===== config.mk =====
export PLATFORM = sky130hd
export DESIGN_NAME = midi_note_parser
export DESIGN_NICKNAME = d
export VERILOG_FILES = /design/src/rtl/midi_pkg.sv /design/src/rtl/midi_status_decode.sv /design/src/rtl/midi_note_parser.sv
export SDC_FILE = /design/constraint.sdc
export NUM_CORES = 1
export LEC_CHECK = 0
export BUFFER_PORTS_ARGS = -buffer_cell sky130_fd_sc_hd__clkbuf_2
export CAP_MARGIN = 5
export CORE_ASPECT_RATIO = 0.8
export CORE_MARGIN = 1
export CORE_UTILIZATION = 55
export CTS_CLUSTER_DIAMETER = 100
export DETAILED_ROUTE_END_ITERATION = 7
export GPL_TIMING_DRIVEN = 0
export MAX_ROUTING_LAYER = met4
export PLACE_DENSITY = 0.77
export SETUP_SLACK_MARGIN = 0.05
export SLEW_MARGIN = 10
export SYNTH_ARGS = -nofsm -noshare
export SYNTH_HDL_FRONTEND = slang
export SYNTH_SLANG_ARGS = --single-unit
export TNS_END_PERCENT = 5

===== constraint.sdc =====
create_clock -name clk_i -period 2.5 [get_ports clk_i]
set_input_delay 0.375 -clock clk_i [delete_from_list [all_inputs] [get_ports clk_i]]
set_output_delay 0.375 -clock clk_i [all_outputs]
set_load 0.02 [all_outputs]

===== src/rtl/midi_pkg.sv =====
// Shared constants and types for the MIDI note parser.
// Status nibbles, byte-class thresholds, FSM state encoding and default reset note.
package midi_pkg;

    localparam logic [3:0] NOTE_OFF = 4'h8;
    localparam logic [3:0] NOTE_ON  = 4'h9;
    localparam logic [3:0] PROG_CHG = 4'hC;
    localparam logic [3:0] CH_PRESS = 4'hD;

    localparam logic [7:0] RT_THRESHOLD  = 8'hF8;
    localparam logic [7:0] SYS_THRESHOLD = 8'hF0;

    localparam logic [7:0] RESET_NOTE_DFLT = 8'd69;

    typedef enum logic [1:0] {
        StIdle,
        StWaitD1,
        StWaitD2
    } parse_state_e;

    typedef enum logic [1:0] {
        ClsData,
        ClsVoice,
        ClsSystem,
        ClsRealtime
    } byte_class_e;

endpackage


===== src/rtl/midi_status_decode.sv =====
// Combinational MIDI byte classifier: byte class, status data length, note-message acceptance.
// MIDI_PARSER_OMNI_EN defined: channel nibble ignored (all 16 channels accepted).
module midi_status_decode
    import midi_pkg::*;
#(
    parameter logic [3:0] CHANNEL = 4'd0
) (
    input  logic [7:0]  byte_i,
    output byte_class_e class_o,
    output logic        one_data_o,
    output logic        note_msg_o,
    output logic        note_on_o
);

    logic chan_match;

`ifdef MIDI_PARSER_OMNI_EN
    assign chan_match = 1'b1;
`else
    assign chan_match = (byte_i[3:0] == CHANNEL);
`endif

    always_comb begin
        class_o = ClsData;
        if (byte_i >= RT_THRESHOLD) begin
            class_o = ClsRealtime;
        end else if (byte_i >= SYS_THRESHOLD) begin
            class_o = ClsSystem;
        end else if (byte_i[7]) begin
            class_o = ClsVoice;
        end
    end

    assign one_data_o = (byte_i[7:4] == PROG_CHG) || (byte_i[7:4] == CH_PRESS);
    assign note_on_o  = (byte_i[7:4] == NOTE_ON);
    // Only note messages on an accepted channel ever touch the outputs.
    assign note_msg_o = chan_match && ((byte_i[7:4] == NOTE_OFF) || (byte_i[7:4] == NOTE_ON));

endmodule


===== src/rtl/midi_note_parser.sv =====
// Monophonic MIDI note parser with running status and last-note priority.
// MIDI_PARSER_OMNI_EN defined: note messages on all channels accepted, CHANNEL unused.
module midi_note_parser
    import midi_pkg::*;
#(
    parameter logic [3:0] CHANNEL    = 4'd0,
    parameter logic [7:0] RESET_NOTE = RESET_NOTE_DFLT
) (
    input  logic       clk_i,
    input  logic       nrst_i,
    input  logic [7:0] byte_i,
    input  logic       byteValid_i,
    output logic [7:0] note_o,
    output logic [6:0] velocity_o,
    output logic       gate_o,
    output logic       noteStrobe_o
);

    byte_class_e byte_class;
    logic        one_data, note_msg, note_on;

    midi_status_decode #(
        .CHANNEL(CHANNEL)
    ) u_decode (
        .byte_i    (byte_i),
        .class_o   (byte_class),
        .one_data_o(one_data),
        .note_msg_o(note_msg),
        .note_on_o (note_on)
    );

    parse_state_e state_q;
    logic         run_note_msg_q, run_note_on_q, run_one_data_q;
    logic [6:0]   key_q;
    // Completed-message stage between the parser and the output registers.
    logic         evt_q, evt_on_q;
    logic [6:0]   evt_key_q, evt_vel_q;
    logic [7:0]   note_q;
    logic [6:0]   velocity_q;
    logic         gate_q, strobe_q;

    always_ff @(posedge clk_i or negedge nrst_i) begin
        if (!nrst_i) begin
            state_q        <= StIdle;
            run_note_msg_q <= 1'b0;
            run_note_on_q  <= 1'b0;
            run_one_data_q <= 1'b0;
            key_q          <= 7'd0;
            evt_q          <= 1'b0;
            evt_on_q       <= 1'b0;
            evt_key_q      <= 7'd0;
            evt_vel_q      <= 7'd0;
            note_q         <= RESET_NOTE;
            velocity_q     <= 7'd0;
            gate_q         <= 1'b0;
            strobe_q       <= 1'b0;
        end else begin
            evt_q    <= 1'b0;
            strobe_q <= 1'b0;

            if (byteValid_i) begin
                unique case (byte_class)
                    ClsRealtime: ;
                    ClsSystem: begin
                        state_q        <= StIdle;
                        run_note_msg_q <= 1'b0;
                    end
                    ClsVoice: begin
                        state_q        <= StWaitD1;
                        run_note_msg_q <= note_msg;
                        run_note_on_q  <= note_on;
                        run_one_data_q <= one_data;
                    end
                    ClsData: begin
                        unique case (state_q)
                            StIdle: ;
                            StWaitD1: begin
                                key_q   <= byte_i[6:0];
                                state_q <= run_one_data_q ? StWaitD1 : StWaitD2;
                            end
                            StWaitD2: begin
                                state_q   <= StWaitD1;
                                evt_q     <= run_note_msg_q;
                                evt_on_q  <= run_note_on_q && (byte_i[6:0] != 7'd0);
                                evt_key_q <= key_q;
                                evt_vel_q <= byte_i[6:0];
                            end
                            default: state_q <= StIdle;
                        endcase
                    end
                    default: ;
                endcase
            end

            if (evt_q) begin
                if (evt_on_q) begin
                    note_q     <= {1'b0, evt_key_q};
                    velocity_q <= evt_vel_q;
                    gate_q     <= 1'b1;
                    strobe_q   <= 1'b1;
                end else if (gate_q && (note_q[6:0] == evt_key_q)) begin
                    gate_q   <= 1'b0;
                    strobe_q <= 1'b1;
                end
            end
        end
    end

    assign note_o       = note_q;
    assign velocity_o   = velocity_q;
    assign gate_o       = gate_q;
    assign noteStrobe_o = strobe_q;

endmodule


Yosys cells after proc, flatten, opt, wreduce, memory -nomap -nowiden
Index checks and enable logic that the tools add are counted.

$lt $le $gt $ge: 2. Equality and inequality tests: 10. Muxes and demuxes: 15. Reduce and logical (&&, ||, !) cells: 19.

Operator list (number): $eq 4x4->1 const B (4); $ge 8x8->1 const B (2); $pmux 2 s3 (2); $mux 1 (9); $reduce_and 3->1 (3); $reduce_and 2->1 (4); $eq 7x7->1 (1); $reduce_bool 7->1 (1); $mux 2 (3); $eq 2x1->1 const B (2); $eq 2x2->1 const B (2); $logic_not 2->1 (2); $logic_not 4->1 (1); $reduce_bool 2->1 (2); $logic_and 1x1->1 (3); $reduce_bool 3->1 (1); $logic_or 1x1->1 (2); $ne 2x2->1 const B (1); $pmux 1 s2 (1).

Register bits: 44. Bits of input ports: 11. Output and inout bits: 17. Word-level logic and storage cells: 59.

Logic depth before layout (Yosys ltp)
Depth after elaboration: 6. Mapped depth: 8. Gate-level depth less buffers: 7.

Cells and area by module
Synthesis repeated with hierarchy kept, for this count alone.

Cells, all modules: 140. Area total of the unflattened synthesis: 1933.1 sq um.

By module, submodules not included: midi_note_parser (instances 1, cells an instance 130, area an instance 1883.1 sq um, sequential area each 1104.8 sq um); midi_status_decode (instances 1, cells an instance 10, area an instance 50.0 sq um, sequential area each 0.0 sq um).

Worst setup path after synthesis
No wires, ideal clock.

Kind: input-to-reg. From: input byte_i[7]. To: register evt_key_q[0]. Setup time: 0.125 ns. Arrival: 1.642 ns. Required time: 2.375 ns. Slack: 0.733 ns. Stages on the path: 7. Buffers on the path: 1. Path through: nand4_1 o21a_1 inv_1 ha_1 nand3_4 buf_6 mux2_4.

Word-level cells in the longest chain between the ends: 5. Elaborated cells on any way between the ends: 7. Those cells by class: order compare: 2; mux: 3; reduce/logical: 2.

Ends and longest elaborated chain: start: declaration (line midi_note_parser.sv:11) `input logic [7:0] byte_i,`; $ge 8x8->1 or $mux 1 (tied branches) (line midi_status_decode.sv:27, midi_status_decode.sv:29); $mux 2 (line midi_status_decode.sv:27) `end else if (byte_i >= SYS_THRESHOLD) begin`; $mux 2 * (line midi_status_decode.sv:25) `if (byte_i >= RT_THRESHOLD) begin`; $logic_not 2->1 * (line midi_note_parser.sv:62) `unique case (byte_class)`; $reduce_and 3->1 (no line) *; end signal: assignment (line midi_note_parser.sv:85) `evt_key_q <= key_q;`; end: declaration (line midi_note_parser.sv:37) `logic [6:0] evt_key_q, evt_vel_q;`.

Every way passes the cells marked *; elsewhere a longest branch is shown, timed or not. A chain may end at the register's enable or synchronous reset.

Worst setup path after layout
From: input byte_i[6]. To: register evt_vel_q[5].

Word-level cells in the longest chain between the ends: 5. Elaborated cells on any way between the ends: 6. Those cells by class: order compare: 2; mux: 2; reduce/logical: 2.

Ends and longest elaborated chain: $ge 8x8->1 (line midi_status_decode.sv:27); $mux 2 (line midi_status_decode.sv:27); $mux 2 * (line midi_status_decode.sv:25); $logic_not 2->1 * (line midi_note_parser.sv:62); $reduce_and 3->1 (no line) *; end signal: assignment (line midi_note_parser.sv:86) `evt_vel_q <= byte_i[6:0];`; end: declaration (line midi_note_parser.sv:37).

Marked as above.

==> metrics.csv <==
stage,metric,value,unit
final_layout,most frequent cells in the layout,"dfrtp_1, mux2_2, clkbuf_2",
logic_synthesis,Ys Warns,0,
logic_synthesis,"area leader, netlist",dfrtp_1,
routing,DRC viols,0,
min_path,HP Class,in -> async,
final_layout,post-route non-filler standard cell count,214,
setup_path,worst path bufs/invs,3,
setup_path,Max stage delay on crit path,0.30,ns
routing,1st-pass router iterations,4,
timing,f_max,0.526,GHz
power,Pleak,1.11,nW
timing,Slew @ Worst Pin,1.05,ns
final_layout,synth-to-layout area growth,13.2,%
die,std cell rows,18,
timing,Final Skew,0.00726,ns
logic_synthesis,Netlist Area Pre-Place,1940,um^2
logic_synthesis,count of cell types in the netlist,31,
global_route,global-route track usage on met3,4.92,%
die,io pins,28,
clock_network,Skew-Pair Late Insertion Delay,0.29,ns
power,pwr dens,851,nW/um^2
flow_run,max-cap viol count,0,
clock_network,CTS tree,done,
setup_path,critical-path maximum fanout,10,
clock_network,Post-CTS Hold Buffers,0,
status,outcome,finished clean,
clock_network,root buffer cell,clkbuf_8,
die,chip width,68.4,um
clock_network,Clock H-tree levels,2,
placement,Post-DP HPWL,2450,um
logic_synthesis,post-synthesis cell count,141,
clock_network,post-CTS setup buffers,0,
placement,port buffer count,25,
setup_path,crit path kind,in -> reg,
timing,Pins Over Slew Limit,0,
routing,Via Count,1205,
die,initial core utilization,60.2,%
setup_path,crit path launch type,primary input,
global_route,met1 GRT Util,29.6,%
final_layout,# nets final,189,
setup_path,required time of the critical path,2.68,ns
die,Die Y-Extent,55.1,um
logic_synthesis,Syn Area/Cell,13.8,um^2
placement,Cells after DPL,206,
routing,post-DR wirelength/cell,16.1,um
setup_path,Arrival @ worst endpoint,2.08,ns
logic_synthesis,Syn Nets,157,
global_route,GR Layer Usage met2,34.6,%
timing,setup TNS,0,ns
die,Placeable Area,3220,um^2
placement,Final Wtd Congestion,0.830,
timing,period utilization,76.1,%
clock_network,deepest clock path buffer count,2,
placement,Placement Cell Area,2110,um^2
logic_synthesis,sequential share of the synthesized area,57.0,%
clock_network,clock slew seen by the registers of the worst setup and hold paths,0.08,ns
global_route,first-pass GRT wire length,5810,um
setup_path,slowest library cell on the worst path,mux2_4,
routing,initial DRC count,85,
final_layout,post-route cell area,2200,um^2
final_layout,"most common cell after layout, fill and taps aside",dfrtp_1,
global_route,number of global-route vias before repair,1233,
routing,vias per cell,5.63,
logic_synthesis,largest cells by area after synthesis,"dfrtp_1, mux2_2, mux2_4",
die,Die ar.,3770,um^2
global_route,gr ovfl total,0,
final_layout,fillers,228,
routing,final antenna-violating net count,0,
timing,"Hold Violations, Final",0,
power,VDD IR max,503,uV
setup_path,Top Family by Delay on Critical Path,buffers and inverters,
routing,final wirelength,3440,um
timing,Setup Viol. Count Final,0,
final_layout,share of layout cells above drive strength 1,43.1,%
global_route,All-Layer GR Usage,23.0,%
clock_network,CTS Sinks,44,
global_route,largest net degree at the start of global routing,45,
clock_network,total CTS buffers,5,
clock_network,CTS resizes,0,
timing,min Tclk post-route,1.90,ns
timing,worst rel slew slack,30.2,%
timing,RSZ-0062 raised after global routing,no,
setup_path,critical path capture point type,flop,
logic_synthesis,#FFs+latches synth,44,
global_route,GRT Max-Usage Layer,met2,
setup_path,worst-path cell chain,"clkbuf_2, nand4_1, o21a_1, inv_1, ha_1, nand3_4, buf_6, mux2_4",
final_layout,ant diodes,0,
global_route,initial antenna violation count,0,
timing,Hold WS,0.264,ns
logic_synthesis,post-synth top area share,52.9,%
## logic make-up after synthesis
kind of cell / share of synthesized area [%]
muxes: 20.8
other: 0.193
DFF: 57.0
AOI/OAI and AO/OA: 5.81
and+or+nand+nor: 6.84
buffers and inverters: 2.97
xor gates and xnor gates: 3.16
adders and majority gates: 3.23
## final timing paths
kind / cells past startpoint / start / slack [ns] / endpoint
hold reg to reg: 2 / run_note_msg_q / 0.49 / run_note_msg_q
setup / recovery: 8 / byte_i[6] / 0.60 / evt_vel_q[5]
max in group asynchronous: 1 / nrst_i / 1.60 / evt_key_q[0]
hold / removal: 1 / nrst_i / 0.26 / key_q[5]
min in group clk_i: 2 / byte_i[1] / 0.37 / evt_vel_q[1]
setup reg to reg: 5 / state_q[0] / 0.96 / evt_vel_q[5]
## power breakdown
part           leakage (nW)  switching, mW  internal [mW]
clock network        0.0422          0.219          0.196
logic                 0.500          0.191          0.253
registers             0.570          0.115          0.893
total                  1.11          0.525           1.34
## worst register-to-register path, stage by stage (launching register included)
cell	delay [ns]
dfrtp_1	0.39
inv_1	0.10
ha_1	0.25
nand3_4	0.18
buf_6	0.21
mux2_4	0.30
## sequential cells by signal (all words and copies together) (netlist names)
signal          count
gate_o              1
velocity_o          7
evt_on_q            1
evt_key_q           7
run_note_msg_q      1
evt_vel_q           7
evt_q               1
state_q             2
noteStrobe_o        1
key_q               7
run_one_data_q      1
run_note_on_q       1
note_o              7
## per-layer routing
layer	up-vias	part of all wire (%)
met1	591	45
met3	9	4.9
met4	0	2.0
met5	-	0
met2	46	48
li1	559	-
## per-stage QoR
step                      power (mW)  util, %  worst slack [ns]
final                           1.87     68.2             0.598
after global routing            1.99     68.2             0.486
after CTS                       1.88     68.2             0.592
after detailed placement        1.47     65.7             0.298
after global placement          1.42     65.7             0.400
after floorplan                 1.34        -             0.733
## area by class of cell
type / instances / area, um^2 / share of cell area, %
flip-flops and latches: 44 / 1100 / 50.3
well taps: 40 / 50.0 / 2.28
repair buffers: 25 / 125 / 5.70
multi-input cells: 86 / 777 / 35.4
plain buffers: 4 / 31.3 / 1.42
clock inverters: 1 / 5.00 / 0.228
inverters: 7 / 26.3 / 1.20
clock buffers: 7 / 76.3 / 3.48
## Yosys cell counts (all sizes together)
cell,n
o21a,1
o32a,1
nor4,1
o41ai,1
buf,4
ha,5
conb,1
a31o,1
nand4,3
and4b,1
o21bai,1
nor2,2
mux2i,1
dfrtp,41
nand2b,2
nand2,10
mux2,33
a41o,2
a21oi,3
inv,7
nand3,4
o21ai,4
o31ai,2
dfstp,3
xnor2,7
Power figures use the tool's default switching activity.
